--- src/rtl/task_prio_scheduler.sv ---
// -----------------------------------------------------------------------------
// task_prio_scheduler
//
// Ready-list manager and priority scheduler for the RTOS co-processor.
// Each task slot holds valid, priority, run state (ready/suspended/delayed)
// and a wake tick. Commands create/suspend/resume/delay/delete slots. Every
// tick wakes delayed tasks whose wake time has arrived and rotates between
// equal-priority tasks. The highest-priority ready task is published on run_*.
//
// Ports
//   aclk, aresetn   clock, asynchronous active-low reset
//   cmd_valid/ready command handshake (ready only in IDLE with no tick pending)
//   cmd_op          0 create, 1 suspend, 2 resume, 3 delay, 4 delete
//   cmd_id          target slot
//   cmd_prio        priority for create (larger = more important)
//   cmd_delay       delay in ticks for delay (0 = yield)
//   cmd_err         one-cycle pulse while a rejected command sits in EXEC
//   tick_in         tick level, each rising edge is one tick
//   tickval_out     free-running tick counter
//   run_valid/id/prio  selected task
//   switch_out      one-cycle pulse when {run_valid, run_id} changes
// -----------------------------------------------------------------------------
module task_prio_scheduler #(
    parameter int N_TASKS = 16,
    parameter int ID_W    = 4,
    parameter int PRIO_W  = 6,
    parameter int TICK_W  = 32
) (
    input  logic              aclk,
    input  logic              aresetn,
    input  logic              cmd_valid,
    output logic              cmd_ready,
    input  logic [2:0]        cmd_op,
    input  logic [ID_W-1:0]   cmd_id,
    input  logic [PRIO_W-1:0] cmd_prio,
    input  logic [TICK_W-1:0] cmd_delay,
    output logic              cmd_err,
    input  logic              tick_in,
    output logic [TICK_W-1:0] tickval_out,
    output logic              run_valid,
    output logic [ID_W-1:0]   run_id,
    output logic [PRIO_W-1:0] run_prio,
    output logic              switch_out
);

    // Storage covers every encodable id; slots >= N_TASKS can never be created.
    localparam int              SLOTS   = 1 << ID_W;
    localparam logic [ID_W-1:0] LAST_ID = ID_W'(N_TASKS - 1);
    localparam logic [ID_W:0]   N_EXT   = (ID_W + 1)'(N_TASKS);

    localparam logic [2:0] OP_CREATE  = 3'd0;
    localparam logic [2:0] OP_SUSPEND = 3'd1;
    localparam logic [2:0] OP_RESUME  = 3'd2;
    localparam logic [2:0] OP_DELAY   = 3'd3;
    localparam logic [2:0] OP_DELETE  = 3'd4;

    typedef enum logic [2:0] {S_IDLE, S_EXEC, S_WAKE, S_SCAN, S_COMMIT} state_e;
    typedef enum logic [1:0] {T_READY, T_SUSP, T_DELAY} tstate_e;

    function automatic logic [ID_W-1:0] next_id(input logic [ID_W-1:0] id);
        return (id == LAST_ID) ? '0 : id + ID_W'(1);
    endfunction

    // FSM / control state
    state_e              state_q;
    logic [ID_W-1:0]     cnt_q;
    logic [ID_W-1:0]     pos_q;
    logic                slot_vld_q [SLOTS];
    tstate_e             slot_st_q  [SLOTS];
    logic                tick_q;
    logic                tick_pend_q, tick_pend_d;
    logic [TICK_W-1:0]   tickval_q, tickval_d;
    logic                err_q;
    logic                cand_vld_q;
    logic                run_valid_q;
    logic [ID_W-1:0]     run_id_q;
    logic [PRIO_W-1:0]   run_prio_q;
    logic                switch_q;

    // Data state (no reset needed: only read once qualified by control state)
    logic [PRIO_W-1:0]   slot_prio_q [SLOTS];
    logic [TICK_W-1:0]   slot_wake_q [SLOTS];
    logic [2:0]          op_q;
    logic [ID_W-1:0]     id_q;
    logic [PRIO_W-1:0]   prio_q;
    logic [TICK_W-1:0]   delay_q;
    logic [ID_W-1:0]     cand_id_q;
    logic [PRIO_W-1:0]   cand_prio_q;

    logic                tick_edge;
    logic                tick_svc;
    logic                cmd_acc;
    logic                err_calc;
    logic                wake_due;
    logic [TICK_W-1:0]   wake_diff;
    logic                vis_ok;
    logic                yield;

    assign tick_edge = tick_in & ~tick_q;
    assign tick_svc  = (state_q == S_IDLE) & tick_pend_q;
    assign cmd_ready = (state_q == S_IDLE) & ~tick_pend_q;
    assign cmd_acc   = cmd_valid & cmd_ready;

    assign tickval_d = tick_edge ? tickval_q + TICK_W'(1) : tickval_q;
    // Edges arriving while a tick is already pending only advance the counter.
    assign tick_pend_d = tick_pend_q ? ~tick_svc : tick_edge;

    // Wrap-safe "wake time reached": sign bit of (now - wake) is clear.
    assign wake_diff = tickval_q - slot_wake_q[cnt_q];
    assign wake_due  = ~wake_diff[TICK_W-1];

    // Strictly greater replaces, so the first visited slot wins a tie.
    assign vis_ok = slot_vld_q[pos_q] && (slot_st_q[pos_q] == T_READY) &&
                    (!cand_vld_q || (slot_prio_q[pos_q] > cand_prio_q));

    assign yield = (op_q == OP_DELAY) && (delay_q == '0) && !err_q;

    always_comb begin
        err_calc = 1'b1;
        case (cmd_op)
            OP_CREATE: err_calc = ({1'b0, cmd_id} >= N_EXT) || slot_vld_q[cmd_id];
            OP_SUSPEND, OP_RESUME, OP_DELAY, OP_DELETE:
                err_calc = ({1'b0, cmd_id} >= N_EXT) || !slot_vld_q[cmd_id];
            default:   err_calc = 1'b1;
        endcase
    end

    always_ff @(posedge aclk or negedge aresetn) begin
        if (!aresetn) begin
            state_q     <= S_IDLE;
            cnt_q       <= '0;
            pos_q       <= '0;
            tick_q      <= 1'b0;
            tick_pend_q <= 1'b0;
            tickval_q   <= '0;
            err_q       <= 1'b0;
            cand_vld_q  <= 1'b0;
            run_valid_q <= 1'b0;
            run_id_q    <= '0;
            run_prio_q  <= '0;
            switch_q    <= 1'b0;
            for (int i = 0; i < SLOTS; i++) begin
                slot_vld_q[i] <= 1'b0;
                slot_st_q[i]  <= T_READY;
            end
        end else begin
            tick_q      <= tick_in;
            tickval_q   <= tickval_d;
            tick_pend_q <= tick_pend_d;
            err_q       <= 1'b0;
            switch_q    <= 1'b0;
            case (state_q)
                S_IDLE: begin
                    if (tick_pend_q) begin
                        // Tick scan starts after the running task so ties rotate.
                        state_q <= S_WAKE;
                        cnt_q   <= '0;
                        pos_q   <= next_id(run_id_q);
                    end else if (cmd_acc) begin
                        state_q <= S_EXEC;
                        err_q   <= err_calc;
                    end
                end
                S_EXEC: begin
                    if (!err_q) begin
                        case (op_q)
                            OP_CREATE: begin
                                slot_vld_q[id_q] <= 1'b1;
                                slot_st_q[id_q]  <= T_READY;
                            end
                            OP_SUSPEND: slot_st_q[id_q] <= T_SUSP;
                            OP_RESUME: begin
                                if (slot_st_q[id_q] == T_SUSP)
                                    slot_st_q[id_q] <= T_READY;
                            end
                            OP_DELAY: begin
                                if (delay_q != '0)
                                    slot_st_q[id_q] <= T_DELAY;
                            end
                            OP_DELETE: slot_vld_q[id_q] <= 1'b0;
                            default: ;
                        endcase
                    end
                    // Commands keep the running task on ties; a yield hands over.
                    pos_q      <= yield ? next_id(run_id_q) : run_id_q;
                    cnt_q      <= '0;
                    cand_vld_q <= 1'b0;
                    state_q    <= S_SCAN;
                end
                S_WAKE: begin
                    if (slot_vld_q[cnt_q] && (slot_st_q[cnt_q] == T_DELAY) && wake_due)
                        slot_st_q[cnt_q] <= T_READY;
                    if (cnt_q == LAST_ID) begin
                        cnt_q      <= '0;
                        cand_vld_q <= 1'b0;
                        state_q    <= S_SCAN;
                    end else begin
                        cnt_q <= cnt_q + ID_W'(1);
                    end
                end
                S_SCAN: begin
                    if (vis_ok)
                        cand_vld_q <= 1'b1;
                    pos_q <= next_id(pos_q);
                    if (cnt_q == LAST_ID) begin
                        cnt_q   <= '0;
                        state_q <= S_COMMIT;
                    end else begin
                        cnt_q <= cnt_q + ID_W'(1);
                    end
                end
                S_COMMIT: begin
                    if (cand_vld_q) begin
                        run_valid_q <= 1'b1;
                        run_id_q    <= cand_id_q;
                        run_prio_q  <= cand_prio_q;
                        switch_q    <= !run_valid_q || (cand_id_q != run_id_q);
                    end else begin
                        // No ready task: id/prio keep their last values.
                        run_valid_q <= 1'b0;
                        switch_q    <= run_valid_q;
                    end
                    state_q <= S_IDLE;
                end
                default: state_q <= S_IDLE;
            endcase
        end
    end

    always_ff @(posedge aclk) begin
        if (cmd_acc) begin
            op_q    <= cmd_op;
            id_q    <= cmd_id;
            prio_q  <= cmd_prio;
            delay_q <= cmd_delay;
        end
        if ((state_q == S_EXEC) && !err_q) begin
            if (op_q == OP_CREATE)
                slot_prio_q[id_q] <= prio_q;
            if (op_q == OP_DELAY)
                slot_wake_q[id_q] <= tickval_q + delay_q;
        end
        if ((state_q == S_SCAN) && vis_ok) begin
            cand_id_q   <= pos_q;
            cand_prio_q <= slot_prio_q[pos_q];
        end
    end

    assign cmd_err     = err_q;
    assign tickval_out = tickval_q;
    assign run_valid   = run_valid_q;
    assign run_id      = run_id_q;
    assign run_prio    = run_prio_q;
    assign switch_out  = switch_q;

endmodule

--- config.mk ---
export PLATFORM = sky130hd
export DESIGN_NAME = task_prio_scheduler
export DESIGN_NICKNAME = d
export VERILOG_FILES = /design/src/rtl/task_prio_scheduler.sv
export SDC_FILE = /design/constraint.sdc
export NUM_CORES = 1
export LEC_CHECK = 0
export ABC_CLOCK_PERIOD_IN_PS = 6300
export CORE_ASPECT_RATIO = 0.9
export CORE_MARGIN = 2
export CORE_UTILIZATION = 30
export CTS_CLUSTER_SIZE = 24
export DETAILED_ROUTE_END_ITERATION = 12
export GPL_ROUTABILITY_DRIVEN = 1
export PLACE_DENSITY_LB_ADDON = 0.3
export SLEW_MARGIN = 15
export SYNTH_ARGS = -nofsm -noshare
export SYNTH_HDL_FRONTEND = slang
export SYNTH_SLANG_ARGS = --single-unit
--- constraint.sdc ---
create_clock -name aclk -period 6.3 [get_ports aclk]
set_input_delay 1.575 -clock aclk [delete_from_list [all_inputs] [get_ports aclk]]
set_output_delay 1.575 -clock aclk [all_outputs]
set_load 0.01 [all_outputs]
### Word level (Yosys, flattened, before mapping)

Memories as Yosys holds them, arrays and structs flattened.
Index checks and enable logic that the tools add are counted.

* $add $sub $neg: 6
* div/mod/pow operators: 0
* $lt $le $gt $ge: 7
* bitwise operators: 26
* reductions and logical operators: 36
* eq/ne operators: 28
* multiply operators: 0
* shifts and indexed selects: 0
* muxes and demuxes: 61

Operators by type and width (count)
* 32-bit two-way mux: 4
* 32-bit case mux with 4 select lines: 1
* 32-bit bitwise AND: 2
* 32-bit NOT: 2
* 32-bit case mux with 2 select lines: 1
* 16-bit bitwise AND: 3
* 16-bit NOT: 3
* 16-bit OR: 3
* 32-bit by 1-bit adder with 32-bit output (second input constant): 1
* 32-bit adder: 1
* 32-bit logical NOT: 1
* 16-bit case mux with 2 select lines: 1
* 32-bit nonzero test: 1
* 32-bit subtractor: 1
* 2-bit binary-select mux with 4-bit select: 3
* 4-bit two-way mux: 6
* 4-bit case mux with 3 select lines: 2
* 1-bit two-way mux: 22
* 5-bit >= comparator (second input constant): 4
* 4-bit NOT with 5-bit output: 4
* 3-bit by 2-bit equality test with 1-bit output (second input constant): 6
* 2-bit demux with 4-bit select: 2
* 2-bit two-way mux: 8
* 4-bit by 1-bit adder with 4-bit output (second input constant): 3
* 31 further kinds: 79

* output and inout bits: 46
* latch bits: 0
* memory bits (writable): 608
* memories kept: 2
* word-level logic and storage cells: 216
* bits of input ports: 49
* bits in read-only memories: 0
* flip-flop bits (word level): 162

Memory list
* slot_wake_q: depth 16, width 32, rd ports 1, clocked after memory_dff 0, wr ports 1, RTL line 82 `logic [TICK_W-1:0] slot_wake_q [SLOTS];`
* slot_prio_q: depth 16, width 6, rd ports 1, clocked after memory_dff 0, wr ports 1, RTL line 81 `logic [PRIO_W-1:0] slot_prio_q [SLOTS];`

### Longest topological paths before layout

Gate-level depths: netlist of the first run.

* depth after elaboration: 11
* depth in mapped cells: 18
* depth with buffers taken out: 13

### Worst setup path before layout of the first run

No wires, ideal clock.

* kind: register to register
* start: register cnt_q[0]
* end: register slot_st_q[28] (netlist bit)
* data required time: 6.182 ns
* buffers on the path: 5
* slack: 1.715 ns
* arrival time: 4.467 ns
* stages on the path, launching flop included: 19
* clock period less this slack: 4.585 ns
* setup time: 0.118 ns
* path through: dfrtp_1 > buf_4 > buf_2 > buf_2 > buf_1 > mux4_2 > mux4_2 > inv_1 > ha_1 > a21o_1 > a21o_1 > a211oi_1 > o21bai_1 > a21oi_1 > o221ai_2 > xnor2_1 > o21ai_2 > buf_4 > o2bb2a_4

* cells in the longest elaborated chain, start to end: 9
* elaborated cells between the ends (all ways): 24
* classes of those cells: add/sub (1); order compare (2); eq/ne (2); mux (10); bitwise (4); reduce/logical (4); memory (1)

Ends and longest elaborated chain
* from (decl): RTL line 66 `logic [ID_W-1:0] cnt_q;`
* from (signal assigned): RTL line 198 `cnt_q <= cnt_q + ID_W'(1);`
* from (signal assigned): RTL line 209 `cnt_q <= cnt_q + ID_W'(1);`
* parallel branches: the longest is 9 deep, another holds memory read 16 x 32 bit
* to (signal, indexed assignment): RTL line 169 `slot_st_q[id_q] <= T_READY;`
* to (signal, indexed assignment): RTL line 171 `OP_SUSPEND: slot_st_q[id_q] <= T_SUSP;`
* to (signal, indexed assignment): RTL line 192 `slot_st_q[cnt_q] <= T_READY;`
* to (decl): RTL line 69 `tstate_e slot_st_q [SLOTS];`

Parallel ways; which one is timed is not known. The select of a mux whose other input is x is not followed.
A chain may end at the register's enable or synchronous reset.

### Worst setup path in the final report of the first run

* start: register cnt_q[0]
* end: register slot_st_q[8] (netlist bit)

Same word-level chain as after synthesis.

==> summary.txt, run 1 <==
Outcome
  • Run status: finished, final reports clean

STA
  • Worst Hold Slack: 0.502 ns
  • Highest clock frequency the design can meet: slightly below 200 MHz
  • Worst Setup Slack, final: 1.15 ns
  • Max-slew headroom: 20.2%
  • Count of final hold-check violations: 0
  • Post-route minimum period: ~5 ns
  • Transition time at the pin with the least slew margin: 1.19 ns
  • Final Slew Violations: 0
  • Setup TNS: 0 ns
  • RSZ-0062 raised after global routing: false
  • Post-route clock period utilization: 81.7%
  • Worst Skew: 0.0430 ns
  • Final setup violating endpoints: 0

Die
  • Height of the chip: 318 µm
  • Overall die width: 353 µm
  • Initial standard-cell utilization of the core: between 30% and 40%
  • Count of pins on the block boundary: 95
  • Std-Cell Rows: 115
  • Core Area: ~110000 µm²
  • Die Outline Area: around 110000 µm²

Critical path
  • Arrival time worst endpoint: 5.69 ns
  • Critical path endpoint category: flop
  • Largest stage delay on the critical path: roughly 1 ns
  • CP endpoint: slot_st_q[8]
  • Type of origin of the critical path: flop
  • Worst r2r dst: slot_st_q[8]
  • Critical path type: reg -> reg
  • Peak fanout along the critical path: 43
  • Required arrival time at the worst endpoint: about 6.8 ns
  • Flop2flop setup slack: 1.15 ns
  • Cell count of the worst reg-to-reg path: 15
  • Crit. Startpoint: cnt_q[0]
  • Critical path cell sequence: buf_12 -> mux4_2 -> mux4_2 -> inv_1 -> ha_1 -> a21o_1 -> a21o_1 -> a211oi_1 -> o21bai_1 -> a21oi_1 -> o221ai_2 -> xnor2_1 -> o21ai_2 -> buf_4 -> o2bb2a_1
  • Worst R2R Start: cnt_q[0]
  • Slowest CP cell: sky130_fd_sc_hd__dfrtp_4

Power
  • Net Sw Frac: approximately 22%
  • Share of total power in the clock network: between 40 and 50%
  • Combinational power share: 4.4%
  • Ratio of total power to cell area: 290 nW/µm²
  • Worst IR Drop VDD: 0.182 mV
  • Total internal power: 8.78 mW
  • Leakage dissipation: 13.2 nW
  • Psw: 2.46 mW
  • Fraction of power consumed by sequential logic: between 50% and 60%

Clock tree
  • Clock tree root buffer cell: sky130_fd_sc_hd__clkbuf_16
  • CTS sink count: 770
  • Clock Path Buffers: 3
  • Hold_buf cts: 0
  • TritonCTS buffer count: 83
  • Post-CTS clock slew at the launch and capture registers of the worst setup and hold paths: about 0.060 ns
  • H-tree levels: 3
  • TritonCTS clock tree: built
  • Later-pin clock latency in the skew report: 0.66 ns
  • Post-CTS Repair Setup Buffers: 0
  • Gates resized, CTS repair: 0

Yosys
  • Most common cell in the netlist: sky130_fd_sc_hd__edfxtp_1
  • Cell taking the most area after synthesis: sky130_fd_sc_hd__edfxtp_1
  • Register area share after synthesis: 68.6%
  • Synth top area share: 60.4%
  • Number of different library cells in the post-synthesis netlist: 66
  • Number of flip-flops and latches in the synthesized netlist: 770
  • Synth Flop Type: sky130_fd_sc_hd__edfxtp_1
  • Top cells by area, synth: sky130_fd_sc_hd__edfxtp_1 60%, sky130_fd_sc_hd__mux4_2 14%, sky130_fd_sc_hd__dfrtp_1 8.1%, sky130_fd_sc_hd__ha_1 2.8%, sky130_fd_sc_hd__xnor2_1 1.4%
  • Ys async rst share: 13.9%
  • Yosys warning count: 0
  • Per-instance average area after synthesis: about 17 µm²
  • Nets in the synthesized netlist: about 2000
  • Summed instance area of the synthesized netlist: between 30000 and 40000 µm²
  • Most common library cells after synthesis: 663 x sky130_fd_sc_hd__edfxtp_1, 200 x sky130_fd_sc_hd__mux4_2, 107 x sky130_fd_sc_hd__dfrtp_1, 107 x sky130_fd_sc_hd__nor2_1, 82 x sky130_fd_sc_hd__inv_1
  • Post-synth EDFFs: approximately 660
  • Synth Instances: 1906

Route
  • Number of violations reported at the end of detailed-routing iteration 0: between 2000 and 2500
  • Iteration count of the initial detailed-routing pass: 6
  • Remaining antenna violation count: 0
  • Overall via count from detail_route: 18703
  • Via-per-instance ratio: 5.24
  • Wire length after detailed routing: 90800 µm
  • Residual DRC count: 0
  • Drt wl/cell: 25.4 µm

Cells and area
  • Total number of nets in the final design: 2162
  • Layout cells sized above 1: 20.0%
  • Final core utilization: a little over a third
  • Fin cells: 3570
  • Number of diodes: 0
  • Syn-to-layout area delta: 17.5%

Worst hold path
  • Worst Hold Path Cells: 1
  • Worst hold path type: reg -> reg

Job
  • Max-capacitance violation count: 0

Global route
  • Global-route wire length before repair: around 130000 µm
  • Total global-route track usage: roughly 16%
  • GR Overflow Total: 0
  • Largest net degree at the start of global routing: 73
  • Number of antenna violations at the first check in global routing: 1
  • Number of global-route vias before repair: 18879

Placement
  • Port-buffer cells: 94
  • Setup Slack @ Placement: 1.10 ns
  • Total half-perimeter wirelength after legalization and detailed placement: 56600 µm
  • Routability cong.: 0.878
  • Number of placed instances, taps included: 3415
## state kept, by name (all words and copies together) (netlist names), 6 cells and up, named ones only
signal	flops
slot_wake_q	512
slot_prio_q	96
delay_q	32
tickval_out	32
slot_st_q	31
cand_prio_q	6
prio_q	6
run_prio	6
## metrics by stage
step           cell area [µm²]  power, mW
6_report                 38700       11.2
5_1_grt                  38700       11.6
4_1_cts                  38600       11.3
3_5_place_dp             35800       6.36
3_3_place_gp             35800       6.33
2_1_floorplan            32900       6.10
## area by class of cell
class	instances	area, µm²
Clock inverter	33	398
Inverter	82	308
Multi-Input combinational cell	972	9970
Sequential cell	770	22600
Tap cell	1462	1830
Clock buffer	122	2380
Timing Repair Buffer	129	1240
Fill cell	10288	70300
## logic make-up (layout without fill, tap and decap cells)
group	after synthesis	after routing	synth area share, %
multiplexers	211	211	14.0
buffers and inverters	164	366	1.91
AND/OR/NAND/NOR	325	325	4.91
flip-flops	770	770	68.6
AO/OA/AOI/OAI	290	290	5.82
adder cells (fa/ha/maj)	75	75	2.87
XOR/XNOR	71	71	1.89
## worst min path at each step
stage	endpoint	start	slack, ns
floorplan	cand_id_q[3]	pos_q[3]	0.45
detailed placement	run_prio[3]	run_prio[3]	0.50
finish	run_prio[3]	run_prio[3]	0.50
global route	run_prio[3]	run_prio[3]	0.52
CTS	run_prio[3]	run_prio[3]	0.51
global placement	run_prio[0]	run_prio[0]	0.50
## per-layer routing
layer / GRT usage [%] / vias up / part of all wire [%]
met1: 23.6 / 9913 / 45
met5: 0 / - / 0
met3: 2.54 / 120 / 6.5
li1: - / 7950 / -
met2: 24.8 / 720 / 46
met4: 3.55 / 0 / 1.8
## layout by cell type (no fill, tap or decap), drive strengths merged, types with 6 or more instances in the layout
master         netlist  routed
edfxtp             663     663
mux4               200     200
clkbuf              58     122
dfrtp              107     107
nor2               107     107
clkdlybuf4s50        0      93
inv                 82      89
ha                  74      74
o21ai               72      72
a21oi               58      58
nand2               57      57
xnor2               52      52
nand3               38      38
buf                 24      36
a21o                22      22
a31oi               22      22
o31ai               20      20
nand4               20      20
clkinv               0      20
xor2                19      19
nand2b              16      16
and3                13      13
nor3                12      12
a211oi              11      11
nor4                11      11
o221ai              11      11
nor2b               10      10
a32oi               10      10
mux2                10      10
o21a                 9       9
o211ai               9       9
o21bai               8       8
nor4b                7       7
and2                 7       7
and4                 6       6
bufinv               0       6
o2bb2a               6       6
## power groups by stage
stage	Combinational, mW	Sequential [mW]	Clock, mW
2_1_floorplan	0.250	5.85	0
3_3_place_gp	0.459	5.88	0
3_5_place_dp	0.480	5.88	0
4_1_cts	0.483	5.77	5.07
5_1_grt	0.555	5.77	5.26
6_report	0.499	5.77	4.97
## worst max-delay path: cells and delay by family, from the launching register on
kind / cells / cell delay [ns]
flops: 1 / 1.01
buf+inv: 3 / 0.81
fa+ha+maj: 1 / 0.23
compound gates: 8 / 1.66
mux: 2 / 1.02
xor+xnor: 1 / 0.19
Note: power is estimated with default switching activity, not from simulation.
==> inputs of run 2 (changes only) <==
ABC_CLOCK_PERIOD_IN_PS = 4500   (was 6300)
clock period = 4.5 ns   (was 6.3 ns; I/O delays follow)
==> run 2 against run 1 <==
Compared with the run above: sequential power rose by 39%; first-iteration DRC count shrank 12%; clock-buffer cell count down 12; sequential cell count unchanged; via count grew 0.62%; routed wire length is 0.21% lower; sequential share of layout area shrank 1.2 points; non-clock buffer count rose by 74; critical path type unchanged; critical endpoint is now slot_st_q[4]; highest routed layer unchanged.
==> summary.txt, run 2 (synthesis results as in run 1) <==
Power
  • Ratio of total power to cell area: 401 nW/µm²
  • Worst IR Drop VDD: 0.277 mV
  • Leakage dissipation: about 14 nW
  • Total power draw: 15.8 mW

Critical path
  • Required arrival time at the worst endpoint: 5.03 ns
  • Worst r2r dst: slot_st_q[4]
  • Worst R2R Start: cnt_q[0]
  • Type of origin of the critical path: flop
  • Peak fanout along the critical path: 32
  • Flop2flop setup slack: 0.20 ns
  • Arrival time worst endpoint: 4.83 ns
  • Critical path endpoint category: flop
  • Cell count of the worst reg-to-reg path: 15
  • Critical path type: reg -> reg
  • Crit. Startpoint: cnt_q[0]

Die
  • Height of the chip: 318 µm
  • Std-Cell Rows: 115
  • Core Area: 109000 µm²
  • Overall die width: 353 µm
  • Initial standard-cell utilization of the core: a little under a third
  • Count of pins on the block boundary: 95
  • Die Outline Area: 112000 µm²

STA
  • Final Slew Violations: 0
  • Highest clock frequency the design can meet: roughly 230 MHz
  • Worst Setup Slack, final: slightly below 0.2 ns
  • Final setup violating endpoints: 0
  • Worst Skew: 0.0303 ns
  • Worst Hold Slack: 0.513 ns
  • Post-route clock period utilization: between 90% and 100%
  • Count of final hold-check violations: 0
  • RSZ-0062 raised after global routing: false
  • Setup TNS: 0 ns
  • Max-slew headroom: 27.5%
  • Post-route minimum period: around 4.3 ns
  • Transition time at the pin with the least slew margin: ~1.1 ns

Placement
  • Total half-perimeter wirelength after legalization and detailed placement: approximately 57000 µm
  • Placed cell area: 36600 µm²
  • Setup Slack @ Placement: -0.131 ns
  • Routability cong.: ~0.90
  • Port-buffer cells: 94
  • Number of placed instances, taps included: 3486

Cells and area
  • Most common library cell in the layout ignoring fill and taps: sky130_fd_sc_hd__edfxtp_1
  • Final core utilization: between 30% and 40%
  • Largest registers in the final layout: slot_wake_q x512, slot_prio_q x96
  • Number of diodes: 0
  • Max reg flops: 512
  • Syn-to-layout area delta: 19.9%
  • Final instance area: 39500 µm²
  • Most frequent cells in the layout: 663 x sky130_fd_sc_hd__edfxtp_1, 200 x sky130_fd_sc_hd__mux4_2, 102 x sky130_fd_sc_hd__dfrtp_1, 93 x sky130_fd_sc_hd__clkdlybuf4s50_1, 91 x sky130_fd_sc_hd__nor2_1
  • Total number of nets in the final design: 2237
  • Fin cells: 3646
  • Register containing the most flip-flops in the final layout: slot_wake_q
  • Layout cells sized above 1: a little under a quarter
  • Number of fillers in the final layout: 10288

Clock tree
  • CTS sink count: 770
  • Post-CTS clock slew at the launch and capture registers of the worst setup and hold paths: 0.06 ns
  • TritonCTS buffer count: 84
  • Hold_buf cts: 0
  • Clock Path Buffers: 3
  • Clock tree root buffer cell: sky130_fd_sc_hd__clkbuf_16
  • H-tree levels: 3
  • Later-pin clock latency in the skew report: 0.66 ns
  • TritonCTS clock tree: built

Route
  • Iteration count of the initial detailed-routing pass: 5
  • Residual DRC count: 0
  • Overall via count from detail_route: 18819
  • Drt wl/cell: 24.9 µm
  • Via-per-instance ratio: 5.16
  • Number of violations reported at the end of detailed-routing iteration 0: 1763
  • Wire length after detailed routing: between 90000 and 100000 µm
  • Remaining antenna violation count: 0

Global route
  • Global-route wire length before repair: 133000 µm
  • Largest net degree at the start of global routing: 74
  • Total global-route track usage: 16.0%
  • GR Overflow Total: 0
  • Number of global-route vias before repair: between 15000 and 20000
  • Number of antenna violations at the first check in global routing: 0

Worst hold path
  • Worst hold path type: reg -> reg
  • Endpoint, Worst Hold: run_prio[2]
  • Min-delay src: cand_prio_q[2]
  • Worst Hold Path Cells: 1

Outcome
  • Run status: finished, final reports clean

Job
  • Max-capacitance violation count: 0
-- run 2: timing repair --
action	4_1_cts	5_1_grt
resized for setup	3	3
setup buffers	0	3
endpoints found under the setup margin	35	13
-- run 2: final cells by class --
cell class | instances | area (µm²) | area share, %
repair buffers | 203 | 2030 | 5.13
clock buffers | 110 | 2270 | 5.75
clock inverters | 47 | 536 | 1.36
multi-input cells | 972 | 9940 | 25.2
flip-flops and latches | 770 | 22600 | 57.2
well taps | 1462 | 1830 | 4.63
inverters | 82 | 308 | 0.779
-- run 2: metal layers --
layer | vias to the layer above | global-route usage (%) | wire length [µm]
met5 | - | 0 | 0
met4 | 0 | 4.63 | 2210
met3 | 129 | 2.63 | 5430
met2 | 653 | 24.8 | 42200
met1 | 9933 | 23.0 | 40800
li1 | 8104 | - | -
-- run 2: worst max path at each step --
stage                                    end  slack [ns]  cells past startpoint
final                           slot_st_q[4]        0.20                     15
after global routing      slot_wake_q[1][30]       0.006                     11
after CTS                       slot_st_q[4]        0.03                     15
after detailed placement        slot_st_q[8]       -0.13                     14
after global placement          slot_st_q[4]       -0.07                     13
after floorplan                slot_st_q[28]        0.12                     18
-- run 2: where the power goes --
group / internal [mW] / total (mW) / leakage, nW / switching, mW
sequential: 7.99 / 8.01 / 7.39 / 0.0207
combinational: 0.292 / 0.842 / 4.86 / 0.550
clock: 4.06 / 6.99 / 1.35 / 2.93
-- run 2: critical path: stages (launching register included) --
cell,delay (ns)
sky130_fd_sc_hd__dfrtp_4,0.56
sky130_fd_sc_hd__buf_4,0.17
sky130_fd_sc_hd__buf_12,0.14
sky130_fd_sc_hd__mux4_2,0.50
sky130_fd_sc_hd__mux4_2,0.48
sky130_fd_sc_hd__inv_1,0.07
sky130_fd_sc_hd__ha_1,0.16
sky130_fd_sc_hd__nand4_1,0.18
sky130_fd_sc_hd__nor3_4,0.34
sky130_fd_sc_hd__nand4_1,0.16
sky130_fd_sc_hd__or2_2,0.33
sky130_fd_sc_hd__o221ai_2,0.33
sky130_fd_sc_hd__xnor2_1,0.14
sky130_fd_sc_hd__o21ai_2,0.17
sky130_fd_sc_hd__buf_12,0.21
sky130_fd_sc_hd__o2bb2a_1,0.23
==> inputs of run 3 (changes only) <==
MAX_ROUTING_LAYER = met4   (was not set)
==> run 3 against run 2 <==
Compared with the run above: clock skew rose by 0.0063 ns; cell area fell by 0.22%; sequential share of layout area rose by 0.12 points; critical path type unchanged; highest routed layer unchanged.
==> summary.txt, run 3 (synthesis results as in run 1) <==
Outcome
  • Run status: finished, final reports clean

Cells and area
  • Max reg flops: 512
  • Largest registers in the final layout: slot_wake_q x512, slot_prio_q x96
  • Final instance area: approximately 39000 µm²
  • Fin cells: ~3600
  • Most frequent cells in the layout: 663 x sky130_fd_sc_hd__edfxtp_1, 200 x sky130_fd_sc_hd__mux4_2, 102 x sky130_fd_sc_hd__dfrtp_1, 93 x sky130_fd_sc_hd__clkdlybuf4s50_1, 91 x sky130_fd_sc_hd__nor2_1
  • Total number of nets in the final design: about 2200
  • Layout cells sized above 1: a little under a quarter
  • Register containing the most flip-flops in the final layout: slot_wake_q
  • Most common library cell in the layout ignoring fill and taps: sky130_fd_sc_hd__edfxtp_1
  • Syn-to-layout area delta: 19.7%

Worst hold path
  • Worst hold path type: in -> async

Die
  • Core Area: between 100000 and 150000 µm²
  • Initial standard-cell utilization of the core: a little under a third
  • Std-Cell Rows: 115
  • Height of the chip: 318 µm
  • Overall die width: approximately 350 µm
  • Die Outline Area: ~110000 µm²
  • Count of pins on the block boundary: between 90 and 100

Global route
  • Number of antenna violations at the first check in global routing: 0
  • Total global-route track usage: 16.5%
  • GR Overflow Total: 0
  • Largest net degree at the start of global routing: 53
  • Number of global-route vias before repair: 19322
  • Global-route wire length before repair: around 130000 µm

STA
  • Final setup violating endpoints: 0
  • Post-route clock period utilization: 95.0%
  • Setup TNS: 0 ns
  • Count of final hold-check violations: 0
  • Post-route minimum period: 4.28 ns
  • Worst Skew: approximately 0.037 ns
  • Transition time at the pin with the least slew margin: 1.12 ns
  • Max-slew headroom: about a quarter
  • RSZ-0062 raised after global routing: false
  • Final Slew Violations: 0
  • Highest clock frequency the design can meet: about 230 MHz

Clock tree
  • Clock Path Buffers: 3
  • Later-pin clock latency in the skew report: 0.65 ns
  • Post-CTS clock slew at the launch and capture registers of the worst setup and hold paths: 0.06 ns
  • TritonCTS clock tree: built
  • Hold_buf cts: 0
  • H-tree levels: 3
  • TritonCTS buffer count: 84
  • Clock tree root buffer cell: sky130_fd_sc_hd__clkbuf_16
  • CTS sink count: between 700 and 800

Critical path
  • Library cell appearing most often on the critical path: sky130_fd_sc_hd__buf_12
  • Slowest CP cell: sky130_fd_sc_hd__mux4_2
  • Critical path cell sequence: buf_12 -> buf_4 -> buf_12 -> buf_6 -> mux4_2 -> mux4_2 -> inv_1 -> ha_1 -> a21oi_1 -> o221ai_2 -> xnor2_1 -> o21ai_2 -> buf_12 -> o2bb2a_1
  • Arrival time worst endpoint: 4.79 ns
  • Required arrival time at the worst endpoint: 5.01 ns
  • Largest stage delay on the critical path: 0.54 ns
  • Critical path endpoint category: flop
  • Peak fanout along the critical path: 32
  • Critical path type: reg -> reg
  • Type of origin of the critical path: flop

Placement
  • Routability cong.: 0.909
  • Total half-perimeter wirelength after legalization and detailed placement: 57000 µm
  • Number of placed instances, taps included: 3484
  • Port-buffer cells: 94
  • Placed cell area: 36500 µm²

Route
  • Number of violations reported at the end of detailed-routing iteration 0: 1885
  • Via-per-instance ratio: 5.17
  • Remaining antenna violation count: 0
  • Residual DRC count: 0
  • Overall via count from detail_route: 18863
  • Wire length after detailed routing: 90600 µm
  • Iteration count of the initial detailed-routing pass: 6
  • Drt wl/cell: 24.9 µm

Power
  • Ratio of total power to cell area: 400 nW/µm²
  • Leakage dissipation: 13.6 nW
  • Worst IR Drop VDD: 0.308 mV

Job
  • Max-capacitance violation count: 0
==> run 3: changes by cell type in the layout (fill, tap and decap cells not counted), moves of 2 or more <==
cell / change
sky130_fd_sc_hd__clkbuf_8: -3
sky130_fd_sc_hd__buf_4: +3
sky130_fd_sc_hd__clkinv_4: -3
sky130_fd_sc_hd__clkbuf_1: -2
sky130_fd_sc_hd__clkinv_8: -2
sky130_fd_sc_hd__clkinv_2: +5
sky130_fd_sc_hd__buf_12: -4
sky130_fd_sc_hd__diode_2: +2
sky130_fd_sc_hd__inv_6: +3
==> run 3: what timing repair did <==
item / CTS / global route
endpoints found under the setup margin: 5 / 64
pin swaps: 0 / 1
gates resized for setup: 1 / 7
buffers inserted: 0 / 5
==> run 3: worst max-delay path, delay by kind of cell (launching register included) <==
| kind | cells | cell delay [ns] |
|---|---|---|
| mux | 2 | 1.05 |
| flops | 1 | 0.42 |
| compound gates | 4 | 1.15 |
| buf+inv | 6 | 1.09 |
| fa+ha+maj | 1 | 0.22 |
| xor+xnor | 1 | 0.18 |
==> run 3: path summary, 6_finish.rpt <==
path | start | endpoint | slack (ns) | depth (start not counted)
worst max-delay path | cnt_q[0] | slot_st_q[4] | 0.22 | 14
worst min-delay path | aresetn | run_prio[5] | 0.46 | 1
worst max register to register | cnt_q[0] | slot_st_q[4] | 0.22 | 14
worst min register to register | cand_prio_q[2] | run_prio[2] | 0.51 | 1
max in group asynchronous | aresetn | tick_q | 3.03 | 2
min in group aclk | cand_prio_q[2] | run_prio[2] | 0.51 | 1
==> run 3: routing by layer <==
layer	vias to the layer above	GRT usage, %	wire, µm	share of wire [%]
met4	0	3.95	1710	1.9
met2	718	25.3	42600	47
met5	-	-	0	0
li1	8082	-	-	-
met1	9925	23.1	40900	45
met3	138	2.52	5380	5.9
==> run 3: report_power, final <==
group	switching (mW)	leakage (nW)	internal (mW)
combinational	0.536	4.85	0.283
sequential	0.0219	7.39	7.99
clock	2.87	1.34	4.07
total	3.43	13.6	12.3
==> run 3: layout make-up <==
type                    count  area (µm²)
fillers                 10277       69600
well taps                1462        1830
clock inverters            49         517
repair buffers            203        1980
flip-flops and latches    770       22600
multi-input cells         972        9940
diodes                      2        5.00
clock buffers             106        2250
inverters                  82         308
==> run 3: through the flow <==
step	total power, mW	util (%)	hold slack, ns	setup slack (ns)
6_report	15.8	36.2	0.457	0.224
5_1_grt	16.3	36.1	0.481	0.0418
4_1_cts	15.9	36.0	0.456	0.0161
3_5_place_dp	8.95	33.5	0.497	-0.0623
3_3_place_gp	8.92	33.5	0.503	-0.0283
2_1_floorplan	8.54	-	0.446	0.116
